[src/rtl/seq_divider_param.sv]
// seq_divider_param
// Multi-cycle restoring divider producing one quotient bit per clock. It
// supports signed (two's-complement) and unsigned operands, chosen at runtime.
// It flags divide-by-zero and signed MIN / -1 overflow. The packed result
// {remainder, quotient} feeds the HI/LO register pair.
//
// Ports:
//   clk          rising-edge clock
//   reset_n      asynchronous active-low reset
//   start        request, accepted only while idle (busy = 0)
//   is_signed    1 = signed divide, 0 = unsigned; sampled with start
//   dividend     numerator; sampled with start
//   divisor      denominator; sampled with start
//   busy         operation in progress
//   done         one-cycle pulse; results valid from this cycle on
//   quotient     registered quotient
//   remainder    registered remainder
//   result       {remainder, quotient}
//   div_by_zero  last operation had divisor = 0
//   overflow     last operation was signed MIN / -1
module seq_divider_param #(
    parameter int WIDTH = 32,
    parameter int CNT_W = $clog2(WIDTH + 1)
) (
    input  logic               clk,
    input  logic               reset_n,
    input  logic               start,
    input  logic               is_signed,
    input  logic [WIDTH-1:0]   dividend,
    input  logic [WIDTH-1:0]   divisor,
    output logic               busy,
    output logic               done,
    output logic [WIDTH-1:0]   quotient,
    output logic [WIDTH-1:0]   remainder,
    output logic [2*WIDTH-1:0] result,
    output logic               div_by_zero,
    output logic               overflow
);

    typedef enum logic [1:0] {IDLE, PREP, ITER, FIX} state_t;

    localparam logic [WIDTH-1:0] MIN_VAL  = {1'b1, {(WIDTH-1){1'b0}}};
    localparam logic [CNT_W-1:0] CNT_INIT = CNT_W'(WIDTH);

    state_t             state, state_nxt;
    logic [WIDTH-1:0]   acc_q;     // dividend in, quotient bits shift in from the right
    logic [WIDTH-1:0]   acc_r;     // partial remainder
    logic [WIDTH-1:0]   dvs;       // divisor (magnitude after PREP)
    logic [CNT_W-1:0]   cnt;
    logic               sgn_mode;
    logic               neg_q;
    logic               neg_r;
    logic               dbz_pend;
    logic               ovf_pend;
    logic [WIDTH:0]     shifted;
    logic [WIDTH:0]     trial;

    // Magnitude of a two's-complement value. MIN maps to itself, and that
    // value is correct when it is read as unsigned.
    function automatic logic [WIDTH-1:0] abs_val(input logic signed [WIDTH-1:0] x);
        return x[WIDTH-1] ? WIDTH'(-x) : WIDTH'(x);
    endfunction

    // Conditional two's-complement negation used to restore result signs.
    function automatic logic [WIDTH-1:0] cond_neg(input logic [WIDTH-1:0] x, input logic en);
        return en ? (~x + WIDTH'(1)) : x;
    endfunction

    // Shift the next dividend bit into the partial remainder. Then subtract at
    // WIDTH+1 bits so that bit WIDTH acts as the borrow (negative) flag.
    assign shifted = {acc_r, acc_q[WIDTH-1]};
    assign trial   = shifted - {1'b0, dvs};

    always_ff @(posedge clk or negedge reset_n) begin
        if (!reset_n) state <= IDLE;
        else          state <= state_nxt;
    end

    always_comb begin
        state_nxt = state;
        case (state)
            IDLE: if (start) state_nxt = (divisor == '0) ? FIX : PREP;
            PREP: state_nxt = ITER;
            ITER: if (cnt == CNT_W'(1)) state_nxt = FIX;
            FIX:  state_nxt = IDLE;
            default: state_nxt = IDLE;
        endcase
    end

    always_comb begin
        busy = (state != IDLE);
    end

    always_ff @(posedge clk or negedge reset_n) begin
        if (!reset_n) begin
            acc_q       <= '0;
            acc_r       <= '0;
            dvs         <= '0;
            cnt         <= '0;
            sgn_mode    <= 1'b0;
            neg_q       <= 1'b0;
            neg_r       <= 1'b0;
            dbz_pend    <= 1'b0;
            ovf_pend    <= 1'b0;
            done        <= 1'b0;
            quotient    <= '0;
            remainder   <= '0;
            div_by_zero <= 1'b0;
            overflow    <= 1'b0;
        end else begin
            done <= (state == FIX);
            case (state)
                // Latch the request. The raw dividend stays in acc_q so that
                // the divide-by-zero path can return it unchanged.
                IDLE: begin
                    if (start) begin
                        acc_q    <= dividend;
                        dvs      <= divisor;
                        sgn_mode <= is_signed;
                        dbz_pend <= (divisor == '0);
                        ovf_pend <= 1'b0;
                        neg_q    <= 1'b0;
                        neg_r    <= 1'b0;
                    end
                end
                // Reduce to magnitudes and remember the signs for FIX.
                PREP: begin
                    acc_r <= '0;
                    cnt   <= CNT_INIT;
                    if (sgn_mode) begin
                        acc_q    <= abs_val(acc_q);
                        dvs      <= abs_val(dvs);
                        neg_q    <= acc_q[WIDTH-1] ^ dvs[WIDTH-1];
                        neg_r    <= acc_q[WIDTH-1];
                        ovf_pend <= (acc_q == MIN_VAL) && (dvs == '1);
                    end
                end
                // One restoring step per clock.
                ITER: begin
                    cnt <= cnt - CNT_W'(1);
                    if (!trial[WIDTH]) begin
                        acc_r <= trial[WIDTH-1:0];
                        acc_q <= {acc_q[WIDTH-2:0], 1'b1};
                    end else begin
                        acc_r <= shifted[WIDTH-1:0];
                        acc_q <= {acc_q[WIDTH-2:0], 1'b0};
                    end
                end
                // Publish results and flags.
                FIX: begin
                    if (dbz_pend) begin
                        quotient  <= '1;
                        remainder <= acc_q;
                    end else begin
                        quotient  <= cond_neg(acc_q, neg_q);
                        remainder <= cond_neg(acc_r, neg_r);
                    end
                    div_by_zero <= dbz_pend;
                    overflow    <= ovf_pend;
                end
                default: ;
            endcase
        end
    end

    assign result = {remainder, quotient};

endmodule

[config.mk]
export PLATFORM = sky130hd
export DESIGN_NAME = seq_divider_param
export DESIGN_NICKNAME = d
export VERILOG_FILES = /design/src/rtl/seq_divider_param.sv
export SDC_FILE = /design/constraint.sdc
export NUM_CORES = 1
export LEC_CHECK = 0
export CORE_ASPECT_RATIO = 0.6
export CORE_MARGIN = 2
export CORE_UTILIZATION = 59
export CTS_CLUSTER_SIZE = 12
export DETAILED_ROUTE_END_ITERATION = 10
export PLACE_DENSITY = 0.88
export SYNTH_ARGS = -nofsm -noshare
export SYNTH_HDL_FRONTEND = slang
export SYNTH_SLANG_ARGS = --single-unit
[constraint.sdc]
create_clock -name clk -period 6.99 [get_ports clk]
set_input_delay 1.7475 -clock clk [delete_from_list [all_inputs] [get_ports clk]]
set_output_delay 1.7475 -clock clk [all_outputs]
set_load 0.02 [all_outputs]
After elaboration in Yosys (flattened, before gate mapping)
Cells that the tools add are included.
- $add $sub $neg: 6
- equality and inequality tests: 11
- mux-type cells: 27
- bitwise gates (word level): 3
- reduce and logical (&&, ||, !) cells: 13
- operators by type and width (kind ; count):
    $mux 32 ; 11
    $pmux 32 s2 ; 2
    $pmux 32 s3 ; 1
    $add 32x1->32 const B ; 2
    $eq 32x32->1 const B ; 2
    $neg 32->32 ; 2
    $not 32->32 ; 2
    $sub 33x32->33 ; 1
    $logic_not 32->1 ; 1
    $pmux 6 s2 ; 1
    $ne 2x2->1 const B ; 5
    $pmux 2 s4 ; 1
    $reduce_and 4->1 ; 2
    $eq 6x1->1 const B ; 1
    $mux 2 ; 3
    $pmux 1 s2 ; 3
    $reduce_and 3->1 ; 2
    $reduce_bool 2->1 ; 3
    $sub 6x1->6 const B ; 1
    $mux 1 ; 5
    $eq 2x2->1 const B ; 2
    $reduce_and 2->1 ; 2
    $reduce_bool 3->1 ; 1
    $eq 2x1->1 const B ; 1
    other kinds (3) ; 3
- register bits after elaboration: 176
- bits of input ports: 68
- output and inout bits: 132
- word-level logic and storage cells: 77

Longest topological paths before layout
- word-level depth: 4
- depth in mapped cells: 15
- gate-level depth less buffers: 12

Worst setup path before layout
No wires, ideal clock.
- path type: register to register
- from: reg acc_q[0]
- to: reg acc_q[30]
- setup time: 0.131 ns
- arrival time: 3.492 ns
- required time: 6.859 ns
- setup slack: 3.367 ns
- stages on the path, launching flop included: 13
- path buffers: 1
- clock period less this slack: 3.623 ns
- cells stage by stage: dfrtp_1 > inv_1 > ha_1 > or4b_4 > or3b_4 > or3_1 > buf_2 > or3b_4 > or3_4 > or3_4 > nor3b_1 > a221oi_2 > o21ai_1
- cells in the longest elaborated chain, start to end: 4
- RTL lines (item ; line ; text):
    start: declaration ; 46 ; logic [WIDTH-1:0] acc_q;
    start signal: assignment ; 117 ; acc_q <= dividend;
    start signal: assignment ; 131 ; acc_q <= abs_val(acc_q);
    start signal: assignment ; 143 ; acc_q <= {acc_q[WIDTH-2:0], 1'b1};
    $neg 32->32 ; 61 ; return x[WIDTH-1] ? WIDTH'(-x) : WIDTH'(x);
    $mux 32 ; 61 ;
    $mux 32 ; 130 ; if (sgn_mode) begin
    $pmux 32 s3 ; 112 ; case (state)
No other way between the ends. The select of a mux whose other input is x is not followed.
A chain may end at the register's enable or synchronous reset.

Worst setup path after layout
- from: reg acc_q[31]
- to: reg acc_r[12]
- cells in the longest elaborated chain, start to end: 3
- RTL lines (item ; line ; text):
    $sub 33x32->33 ; 72 ; assign trial = shifted - {1'b0, dvs};
    $mux 32 ; 141 ; if (!trial[WIDTH]) begin
    $pmux 32 s2 ; 112 ;
    end signal: assignment ; 142 ; acc_r <= trial[WIDTH-1:0];
    end signal: assignment ; 145 ; acc_r <= shifted[WIDTH-1:0];
    end: declaration ; 47 ; logic [WIDTH-1:0] acc_r;
No other way between the ends.

==> results.py <==
metrics = {
    "status": {
        "run_status": "finished clean",
    },
    "cts": {
        "postCtsSetupRepairBufs": 0,
        "htreeDepth": 4,
        "cts_resized": 0,
        "clk-insertion-delay-late_ns": 0.45,
        "ctsHoldBuffers": 0,
        "cts_tree": "yes",
        "clockBufferDepth": 2,
        "cts.clk_slew.worst_paths_ns": 0.07,
        "root_buffer": "clkbuf_16",
        "cts_made_buffers": 17,
        "cts_sinks": 176,
    },
    "global_routing": {
        "grt_start_max_net_pins": 79,
        "antenna_found_initial": 0,
        "grt_use_total": 0.340,
        "grt_pass1_wl_um": 59700,
        "grt-ovfl-total": 0,
        "grt_pass1_vias": 11100,
    },
    "sta": {
        "skew_ns": 0.00944,
        "fin_crit_sh": 0.604,
        "setup_viol": 0,
        "hold_violations": 0,
        "setup_tns_ns": 0,
        "slew_headroom": 0.247,
        "worst_slew_pin_slew_ns": 1.13,
        "max_freq_mhz": 237,
        "drv_slew": 0,
        "fin_hold_ws_ns": 0.534,
        "rsz0062_at_grt": "false",
        "final.min_clock_period_ns": 4.22,
    },
    "finish": {
        "antenna_cells": 0,
        "finalInstanceArea_um2": 14700,
        "layout.cells.most_common_list": "clkdlybuf4s50_1, dfrtp_1, o21ai_0",
        "fin_util": 0.705,
        "syn2layout_area_growth_pct": 17.8,
        "drive_gt1_frac": 0.0649,
        "finalNetCount": 1670,
        "layout_commonest_cell": "clkdlybuf4s50_1",
    },
    "placed_design": {
        "dp_hpwl_um": 26200,
        "place_congestion": 0.924,
        "numPortBuffers": 199,
        "placed_area_um2": 14100,
    },
    "synthesis": {
        "syn_area_per_cell_um2": 8.37,
        "syn_area_um2": 12500,
        "ys_types": 66,
        "syn_inst": 1491,
        "synth-edff-count": 0,
        "ys_ff_latch": 176,
        "synth-seq-area-share": 0.353,
        "async_flop_share": 1.00,
        "synth_flop_cell": "dfrtp_1",
        "synthesis.nets": 1603,
        "yosys_warnings": 0,
    },
    "setup_path": {
        "r2r_setup_slack_ns": 2.77,
        "crit_type": "reg2reg",
        "start_kind": "flip-flop",
        "cp.arrival_ns": 4.50,
        "cp_top_family": "compound AO/OA/AOI/OAI gates",
        "crit_required_ns": 7.27,
        "worstReg2RegStart": "acc_q[31]$_DFFE_PN0P_",
        "cp_slowest_stage_delay_ns": 0.55,
        "cpMaxStageDelayCell": "o31ai_1",
        "timing.rr.end": "acc_r[12]$_DFFE_PN0N_",
        "crit_chain": "inv_1, ha_1, fa_1, nor2b_1, o31a_1, o31a_1, o31ai_1, a211oi_1, o31a_1, xnor2_2, buf_4, mux2i_1, o22ai_1",
        "crit_buf_inv": 2,
        "crit_top_cell": "o31a_1",
        "reg2reg_depth": 13,
        "end_kind": "flip-flop",
        "crit_path_max_fanout": 39,
    },
    "die": {
        "die-area_um2": 22400,
        "die_w_um": 192,
        "start_util": 0.598,
        "dieHeight_um": 117,
        "core_um2": 20900,
        "row_count": 41,
        "pin_count": 200,
    },
    "route": {
        "drtAntennaViolNets": 0,
        "wl_per_cell_um": 20.3,
        "drt_pass1_iterations": 8,
        "wl_um": 37500,
        "drc": 0,
        "drtIter0Drc": 1825,
        "vias_per_cell": 6.53,
        "vias": 12100,
    },
    "min_path": {
        "worstHoldEndpoint": "quotient[9]$_DFFE_PN0P_",
        "hold_path_class": "reg2reg",
        "whs_path_depth": 1,
        "hold_start": "quotient[9]$_DFFE_PN0P_",
    },
    "flow_run": {
        "cap_violations": 0,
    },
    "power": {
        "p_per_area_nw_per_um2": 451,
        "max-vdd-ir-drop_v": 0.000325,
        "total_power_mw": 6.63,
        "leakage_nw": 6.37,
    },
}
layout make-up:
type | instances | area [um^2]
timing repair buffer | 214 | 2110
clock inverter | 14 | 185
inverter | 83 | 312
clock buffer | 18 | 429
tap | 279 | 349
sequential | 176 | 4410
multi-input combinational | 1066 | 6920
fill | 1592 | 6170
per-layer routing:
layer	wire, um	vias up	track usage
met5	0	-	0
met4	710	0	0.0887
met3	4180	82	0.0709
met2	16300	794	0.511
met1	16300	5760	0.499
li1	-	5438	-
metrics by stage:
step                      setup slack, ns  instances
after floorplan                      3.37       1491
after global placement               3.11       1818
after detailed placement             2.97       1818
after CTS                            2.89       1850
after global routing                 2.53       1850
final                                2.77       1850
where the power goes:
| part | internal (mW) | leakage [nW] | switching (mW) |
|---|---|---|---|
| sequential | 1.38 | 2.27 | 0.482 |
| combinational | 1.49 | 3.82 | 2.25 |
| clock | 0.569 | 0.286 | 0.456 |
flip-flops by register name, summed over array words and instances, names as in the netlist:
signal and cells:
neg_r 1, overflow 1, acc_r 32, state 2
dbz_pend 1, sgn_mode 1, ovf_pend 1, cnt 6
neg_q 1, done 1, remainder 32, dvs 32
acc_q 32, quotient 32, div_by_zero 1
cells in the mapped netlist, drive strengths merged (11+ instances only):
master    n  area, um^2
o31ai    22         165
and3     22         138
mux2i    32         320
buf      76         541
a211oi   12        90.1
mux2     35         394
a221oi   23         208
o21ai   137         686
dfrtp   176        4400
or4      11        86.3
o22ai    36         225
xor2     38         333
nand2   129         484
clkbuf   90         338
a21oi    86         430
a21o     21         158
nor2    121         454
nand4    18         113
a32oi    11        96.3
or3      24         160
ha       43         538
nand3    20         100
nor3     36         180
nor4     18         113
inv      83         312
xnor2    53         464
a31oi    11        68.8
worst max path at each step:
stage                          startpoint                     to  slack (ns)  cells after the start
floorplan            acc_q[0]$_DFFE_PN0P_  acc_q[30]$_DFFE_PN0P_        3.37                     12
global placement     acc_q[0]$_DFFE_PN0P_  acc_q[30]$_DFFE_PN0P_        3.11                     11
detailed placement  acc_q[31]$_DFFE_PN0P_  acc_r[12]$_DFFE_PN0N_        2.97                     13
CTS                 acc_q[31]$_DFFE_PN0P_  acc_r[12]$_DFFE_PN0N_        2.89                     13
global route        acc_q[31]$_DFFE_PN0P_  acc_r[10]$_DFFE_PN0N_        2.53                     13
finish              acc_q[31]$_DFFE_PN0P_  acc_r[12]$_DFFE_PN0N_        2.77                     13
worst register-to-register path: cells and delay by family, from the launching register on:
kind	cells	cell delay [ns]
AOI/OAI and AO/OA	6	1.81
buffers and inverters	2	0.75
DFF	1	0.52
adders and majority gates	2	0.46
muxes	1	0.31
xor gates and xnor gates	1	0.14
and+or+nand+nor	1	0.07
logic make-up (layout without fill, tap and decap cells):
family                   count (synthesis)  count (layout)  share of synthesized area
AO/OA/AOI/OAI                          431             431                      0.220
AND/OR/NAND/NOR                        433             433                      0.166
XOR/XNOR                                91              91                     0.0638
adder cells (fa/ha/maj)                 44              44                     0.0447
buffers and inverters                  249             329                     0.0953
multiplexers                            67              67                     0.0572
flip-flops                             176             176                      0.353
(Power assumes the default switching activity.)
